===== src/rtl/enigma_core_param.sv =====
// enigma_core_param: parametrised Enigma core with loadable rotors, reflector and notches,
// one character in flight. Optional plugboard enabled by defining ENIGMA_PLUGBOARD_EN.
module enigma_core_param #(
   parameter int NUM_ROTORS = 3,
   parameter int ALPHA      = 26,
   parameter int SELW       = 4
) (
   input  logic                    clk,
   input  logic                    reset,
   input  logic                    in_valid,
   output logic                    in_ready,
   input  logic [7:0]              din,
   output logic                    out_valid,
   input  logic                    out_ready,
   output logic [7:0]              dout,
   output logic                    out_err,
   input  logic                    cfg_we,
   input  logic [SELW-1:0]         cfg_sel,
   input  logic [1:0]              cfg_kind,
   input  logic [7:0]              cfg_addr,
   input  logic [7:0]              cfg_data,
   output logic [8*NUM_ROTORS-1:0] pos_flat,
   output logic [2:0]              o_dbg_state
);
   localparam int AW = $clog2(ALPHA);
   localparam int KW = (NUM_ROTORS > 1) ? $clog2(NUM_ROTORS) : 1;
   localparam logic [8:0]      A9       = 9'(ALPHA);
   localparam logic [7:0]      AM1      = 8'(ALPHA - 1);
   localparam logic [KW-1:0]   K_LAST   = KW'(NUM_ROTORS - 1);
   localparam logic [SELW-1:0] SEL_REFL = SELW'(NUM_ROTORS);

   typedef enum logic [2:0] {S_IDLE, S_STEP, S_FWD, S_REFL, S_BWD, S_OUT} state_t;
   state_t r_state, w_next;

   logic [7:0]    r_fwd   [NUM_ROTORS][ALPHA];
   logic [7:0]    r_inv   [NUM_ROTORS][ALPHA];
   logic [7:0]    r_refl  [ALPHA];
   logic [7:0]    r_pos   [NUM_ROTORS];
   logic [7:0]    r_notch [NUM_ROTORS];
   logic [7:0]    r_c, r_dout;
   logic          r_bad, r_err;
   logic [KW-1:0] r_k;

   logic [7:0] w_p, w_in, w_t, w_rot_out, w_bwd_out, w_refl_out, w_cfg_mod;
   logic [8:0] w_sum, w_idx9, w_back, w_back9, w_mod9;
   logic [NUM_ROTORS-1:0] w_adv;
   logic          w_cfg_go, w_tab_ok, w_wr_refl;
   logic [KW-1:0] w_cfg_r;
   logic [AW-1:0] w_ca, w_cd;

   // Handshakes: a character transfers on a cycle with in_valid & in_ready; the result
   // (dout/out_err with out_valid) is held until a cycle with out_valid & out_ready.
   assign w_p       = r_pos[r_k];
   assign w_sum     = {1'b0, w_in} + {1'b0, w_p};
   assign w_idx9    = (w_sum >= A9) ? w_sum - A9 : w_sum;
   assign w_t       = (r_state == S_FWD) ? r_fwd[r_k][w_idx9[AW-1:0]] : r_inv[r_k][w_idx9[AW-1:0]];
   assign w_back    = {1'b0, w_t} + (A9 - {1'b0, w_p});
   assign w_back9   = (w_back >= A9) ? w_back - A9 : w_back;
   assign w_rot_out = w_back9[7:0];
   assign w_refl_out = r_refl[r_c[AW-1:0]];

   assign w_cfg_go  = cfg_we && (r_state == S_IDLE);
   assign w_tab_ok  = ({1'b0, cfg_addr} < A9) && ({1'b0, cfg_data} < A9);
   assign w_wr_refl = w_cfg_go && (cfg_sel == SEL_REFL) && (cfg_kind == 2'd0) && w_tab_ok;
   assign w_mod9    = {1'b0, cfg_data} % A9;
   assign w_cfg_mod = w_mod9[7:0];
   assign w_cfg_r   = cfg_sel[KW-1:0];
   assign w_ca      = cfg_addr[AW-1:0];
   assign w_cd      = cfg_data[AW-1:0];

`ifdef ENIGMA_PLUGBOARD_EN
   localparam logic [SELW-1:0] SEL_PLUG = SELW'(NUM_ROTORS + 1);
   logic [7:0] r_plug [ALPHA];
   logic       w_wr_plug;
   assign w_wr_plug = w_cfg_go && (cfg_sel == SEL_PLUG) && (cfg_kind == 2'd0) && w_tab_ok;
   assign w_in      = (r_state == S_FWD && r_k == '0) ? r_plug[r_c[AW-1:0]] : r_c;
   assign w_bwd_out = (r_k == '0) ? r_plug[w_rot_out[AW-1:0]] : w_rot_out;
`else
   assign w_in      = r_c;
   assign w_bwd_out = w_rot_out;
`endif

   // Odometer: a rotor advances only when every lower rotor advances from its notch.
   always_comb begin
      logic v_carry;
      v_carry = 1'b1;
      for (int i = 0; i < NUM_ROTORS; i++) begin
         w_adv[i] = v_carry;
         v_carry  = v_carry & (r_pos[i] == r_notch[i]);
      end
   end

   always_ff @(posedge clk) begin
      if (reset) r_state <= S_IDLE;
      else       r_state <= w_next;
   end

   always_comb begin
      w_next = r_state;
      case (r_state)
         S_IDLE: if (in_valid) w_next = S_STEP;
         S_STEP: w_next = S_FWD;
         S_FWD:  if (r_k == K_LAST) w_next = S_REFL;
         S_REFL: w_next = S_BWD;
         S_BWD:  if (r_k == '0) w_next = S_OUT;
         S_OUT:  if (out_ready) w_next = S_IDLE;
         default: w_next = S_IDLE;
      endcase
   end

   always_comb begin
      in_ready    = (r_state == S_IDLE);
      out_valid   = (r_state == S_OUT);
      o_dbg_state = r_state;
   end

   always_ff @(posedge clk) begin
      if (reset) begin
         for (int r = 0; r < NUM_ROTORS; r++) begin
            for (int i = 0; i < ALPHA; i++) begin
               r_fwd[r][i] <= 8'(i);
               r_inv[r][i] <= 8'(i);
            end
            r_pos[r]   <= 8'd0;
            r_notch[r] <= AM1;
         end
         for (int i = 0; i < ALPHA; i++) begin
            r_refl[i] <= 8'(i ^ 1);
`ifdef ENIGMA_PLUGBOARD_EN
            r_plug[i] <= 8'(i);
`endif
         end
         r_c    <= 8'd0;
         r_dout <= 8'd0;
         r_bad  <= 1'b0;
         r_err  <= 1'b0;
         r_k    <= '0;
      end else begin
         case (r_state)
            S_IDLE: begin
               if (w_cfg_go && cfg_sel < SEL_REFL) begin
                  case (cfg_kind)
                     2'd0: if (w_tab_ok) begin
                        r_fwd[w_cfg_r][w_ca] <= cfg_data;
                        r_inv[w_cfg_r][w_cd] <= cfg_addr;
                     end
                     2'd1: r_pos[w_cfg_r]   <= w_cfg_mod;
                     2'd2: r_notch[w_cfg_r] <= w_cfg_mod;
                     default: ;
                  endcase
               end
               if (w_wr_refl) begin
                  r_refl[w_ca] <= cfg_data;
                  r_refl[w_cd] <= cfg_addr;
               end
`ifdef ENIGMA_PLUGBOARD_EN
               if (w_wr_plug) begin
                  r_plug[w_ca] <= cfg_data;
                  r_plug[w_cd] <= cfg_addr;
               end
`endif
               if (in_valid) begin
                  r_c   <= din;
                  r_bad <= ({1'b0, din} >= A9);
                  r_err <= 1'b0;
               end
            end
            S_STEP: begin
               r_k <= '0;
               if (!r_bad) begin
                  for (int i = 0; i < NUM_ROTORS; i++)
                     if (w_adv[i]) r_pos[i] <= (r_pos[i] == AM1) ? 8'd0 : r_pos[i] + 8'd1;
               end
            end
            S_FWD: begin
               if (!r_bad) r_c <= w_rot_out;
               if (r_k != K_LAST) r_k <= r_k + 1'b1;
            end
            S_REFL: if (!r_bad) r_c <= w_refl_out;
            S_BWD: begin
               if (!r_bad) r_c <= w_bwd_out;
               // An out-of-range character bypasses the rotors, so r_c still holds din.
               if (r_k == '0) begin
                  r_dout <= r_bad ? r_c : w_bwd_out;
                  r_err  <= r_bad;
               end else begin
                  r_k <= r_k - 1'b1;
               end
            end
            default: ;
         endcase
      end
   end

   for (genvar g = 0; g < NUM_ROTORS; g++) begin : g_pos
      assign pos_flat[8*g +: 8] = r_pos[g];
   end

   assign dout    = r_dout;
   assign out_err = r_err;
endmodule


===== config.mk =====
export PLATFORM = sky130hd
export DESIGN_NAME = enigma_core_param
export DESIGN_NICKNAME = d
export VERILOG_FILES = /design/src/rtl/enigma_core_param.sv
export SDC_FILE = /design/constraint.sdc
export NUM_CORES = 2
export LEC_CHECK = 0
export BUFFER_PORTS_ARGS = -buffer_cell sky130_fd_sc_hd__buf_2
export CORE_UTILIZATION = 57
export CTS_BUF_LIST = sky130_fd_sc_hd__clkbuf_4 sky130_fd_sc_hd__clkbuf_8 sky130_fd_sc_hd__clkbuf_16
export DETAILED_ROUTE_END_ITERATION = 8
export PLACE_DENSITY = 0.71
export SYNTH_ARGS = -nofsm -noshare
export SYNTH_HDL_FRONTEND = slang
export SYNTH_SLANG_ARGS = --single-unit

===== constraint.sdc =====
create_clock -name clk -period 9.6 [get_ports clk]
set_clock_uncertainty 0.15 [all_clocks]
set_input_delay 0.48 -clock clk [delete_from_list [all_inputs] [get_ports clk]]
set_output_delay 0.48 -clock clk [all_outputs]
set_load 0.01 [all_outputs]

Yosys cells after proc, flatten, opt, wreduce, memory -nomap -nowiden
Memory sizes are Yosys's and may differ from the RTL's. A register that Yosys moved wholly into a read port is not among the register bits.
Index checks and enable logic that the tools add are counted.
- word-level logic and storage cells: 186
- RAM bits: 1504
- memories: 5
- register bits after elaboration: 23
- bits of input ports: 35
- div/mod/pow operators: 1
- bitwise logic cells: 7
- add/subtract/negate cells: 10
- reduce and logical (&&, ||, !) cells: 27
- muxes and demuxes: 97
- equal/unequal tests: 22
- magnitude comparators: 11
- memories (name ; words ; bits a word ; rd ports ; clocked after Yosys merged registers in ; write ports ; RTL line ; source):
    r_fwd ; 3 ; 208 ; 1 ; 1 ; 3 ; 35 ; logic [7:0] r_fwd [NUM_ROTORS][ALPHA];
    r_inv ; 3 ; 208 ; 1 ; 1 ; 3 ; 36 ; logic [7:0] r_inv [NUM_ROTORS][ALPHA];
    r_refl ; 26 ; 8 ; 1 ; 1 ; 26 ; 37 ; logic [7:0] r_refl [ALPHA];
    r_notch ; 3 ; 8 ; 2 ; 0 ; 3 ; 39 ; logic [7:0] r_notch [NUM_ROTORS];
    r_pos ; 3 ; 8 ; 4 ; 1 ; 3 ; 38 ; logic [7:0] r_pos [NUM_ROTORS];
- operator list (cell ; number):
    208-bit two-way mux ; 6
    208-bit OR reduction ; 2
    8-bit two-way mux ; 21
    8-bit binary-select mux with 5-bit select ; 2
    8-bit demux with 5-bit select ; 2
    1-bit two-way mux ; 41
    8-bit OR reduction ; 4
    5-bit two-way mux ; 5
    8-bit by 1-bit adder with 8-bit output, second input constant ; 3
    8-bit by 5-bit == test with 1-bit output, second input constant ; 3
    2-bit two-way mux ; 12
    8-bit one-hot mux with 3 select lines ; 1
    6-bit >= comparator, second input constant ; 3
    9-bit by 5-bit >= comparator with 1-bit output, second input constant ; 2
    5-bit NOT with 6-bit output ; 3
    3-bit one-hot mux with 6 select lines ; 1
    8-bit == test ; 2
    8-bit by 5-bit less-than comparator with 1-bit output, second input constant ; 2
    6-bit by 1-bit less-than comparator with 1-bit output, second input constant ; 2
    3-bit two-way mux ; 4
    2-bit != test, second input constant ; 5
    8-bit by 8-bit adder with 9-bit output ; 1
    8-bit by 9-bit adder with 9-bit output ; 1
    8-bit by 5-bit modulo with 9-bit output, second input constant ; 1
    27 further kinds ; 46

Logic depth before layout (Yosys ltp)
- depth after elaboration: 15
- gate-level depth with buffers: 38
- mapped depth without buffers: 30

Worst setup path after synthesis
No wires, ideal clock.
- path type: reg2reg
- start: reg (tool-made name)
- end: reg (tool-made name)
- clock period less this slack: 8.204 ns
- required time: 9.348 ns
- setup slack: 1.396 ns
- path buffers: 7
- cell stages (with the launch flop): 37
- arrival time: 7.952 ns
- cell sequence: dfxtp_1 > buf_4 > buf_2 > buf_2 > buf_2 > buf_2 > mux4_2 > ha_1 > fa_1 > xor2_4 > inv_1 > ha_1 > o31ai_4 > and4_4 > nor4_4 > or2_1 > buf_6 > nor2_2 > buf_2 > a32oi_1 > a31oi_1 > a311oi_1 > a211oi_1 > ha_1 > inv_1 > ha_1 > inv_1 > fa_1 > nor2b_1 > o21ai_0 > a21boi_0 > nor2_1 > nor3_1 > a31oi_1 > xor2_1 > o211ai_1 > a311oi_1

==> summary.txt <==
Run status
  – Status: complete, no violations

Worst setup path
  – Startpoint types: register
  – CP endpoint kind: register
  – Slowest-stage cell, CP: fa_1
  – Crit Path Category: reg2reg
  – CP Buf/Inv Count: 4
  – Req. time, crit path: 10.19 ns
  – CP top delay family: compound AO/OA/AOI/OAI gates
  – CP max stage delay: 0.78 ns
  – Most Frequent Cell on Critical Path: ha_1
  – WP data arrival: 9.73 ns
  – Critical Path Fanout Max: 21

Placement
  – IO buf count: 72
  – DP HPWL: 170,000 µm
  – Gpl congestion: 1.00
  – Area after DPL: 92,900 µm²
  – Placed Cells: 8,409

GRT
  – Routing usage on met1: 46.0%
  – GRT overflow: 0
  – Largest net degree at the start of global routing: 129
  – GRT Total Usage: 33.6%
  – GR Util met3: 8.80%
  – First-pass GRT wire length: 363,000 µm
  – Met2 Track Usage GR: 50.7%
  – Initial antenna violation count: 5
  – Vias in the first global route: 52,268
  – Grt peak-use layer: met2

Synth
  – Synth Area in XOR/XNOR: 0.519%
  – Mux contribution to synthesized area: 14.1%
  – Main combinational cell family by area after synthesis: multiplexers
  – Cell variety after synth: 91
  – Compound-gate portion of the synthesized area: 4.67%
  – Synth Cell Area: 86,300 µm²
  – Simple-gate area share of the yosys netlist: 8.62%
  – Share of the yosys chip area belonging to registers: 69.2%
  – Gate Count Post-Synth: 5,478
  – Number of synthesized flops with an enable pin: 1,968
  – Top_reg_cell synth: edfxtp_1
  – Mapped Avg Cell Area: 15.7 µm²
  – Synthesized flop and latch total: 1,998
  – Share of flip-flops with an asynchronous set or reset: 0%
  – Syn. warnings: 0
  – Fraction of the mapped netlist area in adder cells: 0.548%

Drt
  – Drt via density: 6.19
  – Antenna-violating nets left: 0
  – Vias: 54,426
  – Routed WL: 254,000 µm
  – Residual DRC: 0
  – Initial DRC Count: 7,857
  – Routed len/inst: 28.8 µm
  – First-pass DRT Iterations: 6

Power and ir drop
  – PD cells: 234 nW/µm²
  – Reported leakage power: 33.9 nW
  – Max VDD drop: 227 µV

Clock network
  – # clock sinks: 1,998
  – Clock Latency Late Sink: 0.85 ns
  – Clock buffer depth: 3
  – CTS tree: yes
  – Clk root buf: clkbuf_16
  – Worst-path clk slew: 0.06 ns
  – CTS Buf Count: 198
  – Total number of H-tree levels: 4

Min path
  – Worst hold path type: in2reg

STA
  – Slew margin rel.: 9.18%
  – Worst-Margin Slew: 1.36 ns
  – Final worst-path cycle share: 95.2%
  – Final Hold Fails: 0
  – # setup viols final: 0
  – Minimum clock period: 9.14 ns
  – Setup_tns: 0 ns
  – Hold slack: 0.0930 ns
  – Max Freq: 109 MHz
  – Final Slew Violations: 0
  – RSZ-0062 raised after global routing: no

Die
  – DIE AREA: 153,000 µm²
  – Io pins: 73
  – Chip width: 391 µm
  – Row cnt: 142
  – Starting Density: 57.5%
  – Die height: 391 µm
  – Core area: 150,000 µm²

Final layout
  – FILL cells: 10,526
  – Nets: 6,683
  – Layout cell share with drive strength beyond 1: 16.2%
  – FF+latch area: 59,700 µm²
  – Syn-to-layout area delta: 15.5%
  – Final std cells w/o fill: 8,794
  – Commonest cells after routing, fill and taps aside: edfxtp_1, conb_1, nand2_1, mux4_2, nor2_1
  – Fin area: 99,700 µm²
  – Fin util: 66.5%
  – Commonest non-fill, non-tap cell in the layout: edfxtp_1
  – Multi-input logic area: 29,100 µm²

Flow run
  – Max Cap Viol: 0
[cell usage after synthesis (all sizes together) (27+ instances only)]
cell	number	area, µm²
nand4	31	200
a21oi	137	686
ha	33	413
inv	41	154
nand2	748	2810
xor2	31	290
o22ai	29	181
and2	27	169
a31oi	51	325
clkbuf	338	1270
mux2i	66	664
mux4	511	11500
nor3	91	477
o21ai	97	485
or3	34	213
buf	116	549
edfxtp	1968	59100
nand3	173	866
a21o	145	1090
and3	53	332
nor2	481	1810
dfxtp	30	601
a32oi	29	254
[where the power goes]
part	switching, mW	total (mW)	internal [mW]
clock	3.36	7.78	4.42
sequential	0.153	10.1	9.98
combinational	3.71	5.44	1.74
[final timing paths]
check / from / to / slack, ns / depth (start not counted)
max: r_pos[1][0] / register / 0.46 / 29
max reg2reg: r_pos[1][0] / register / 0.46 / 29
min reg2reg: dout[0] / dout[0] / 0.31 / 2
min: din[2] / r_c[2] / 0.09 / 5
[sequential cells by signal, indices dropped and copies added (netlist names), 2 cells and up, named ones only]
name,cells
r_fwd,832
r_inv,832
r_refl,256
r_pos,32
r_notch,16
dout,8
r_c,8
o_dbg_state,3
r_k,2
[kinds of logic (layout without fill, tap and decap cells)]
logic type                 count (synthesis)  count (layout)
xor gates and xnor gates                  49              49
DFF                                     1998            1998
AOI/OAI and AO/OA                        605             605
adders and majority gates                 37              37
muxes                                    579             579
other                                      1            1175
and+or+nand+nor                         1713            1713
buffers and inverters                    496             622
[area by class of cell]
class,count,area share [%]
antenna,1,0.00251
clock buffer,236,5.29
clock inverter,128,1.28
inverter,42,0.158
multi-input combinational,4157,29.2
sequential,1998,59.9
tap,2016,2.53
timing repair buffer,216,1.57
[per-layer routing]
layer | share of wire, % | vias to the layer above
met5 | 0.0063 | -
met4 | 5.5 | 2
met3 | 13 | 719
met2 | 45 | 4125
met1 | 36 | 27212
li1 | - | 22368
[stage by stage]
stage / power (mW) / setup WS, ns
2_1_floorplan: 13.6 / 1.40
3_3_place_gp: 15.5 / 0.573
3_5_place_dp: 15.5 / 0.444
4_1_cts: 23.2 / 0.445
5_1_grt: 24.0 / 0.175
6_report: 23.4 / 0.460
[tightest hold or removal path: stages]
cell and delay, ns:
buf_2 0.12, a32oi_1 0.07, nand2_1 0.10, a211oi_1 0.06
nor3_1 0.20
[what timing repair did]
action | in CTS | in global routing
hold endpoints to repair | 49 | 0
buffers inserted | 0 | 2
hold buffers | 18 | 0
endpoints found under the setup margin | 0 | 17
resized for setup | 0 | 1
(Power assumes the default switching activity.)
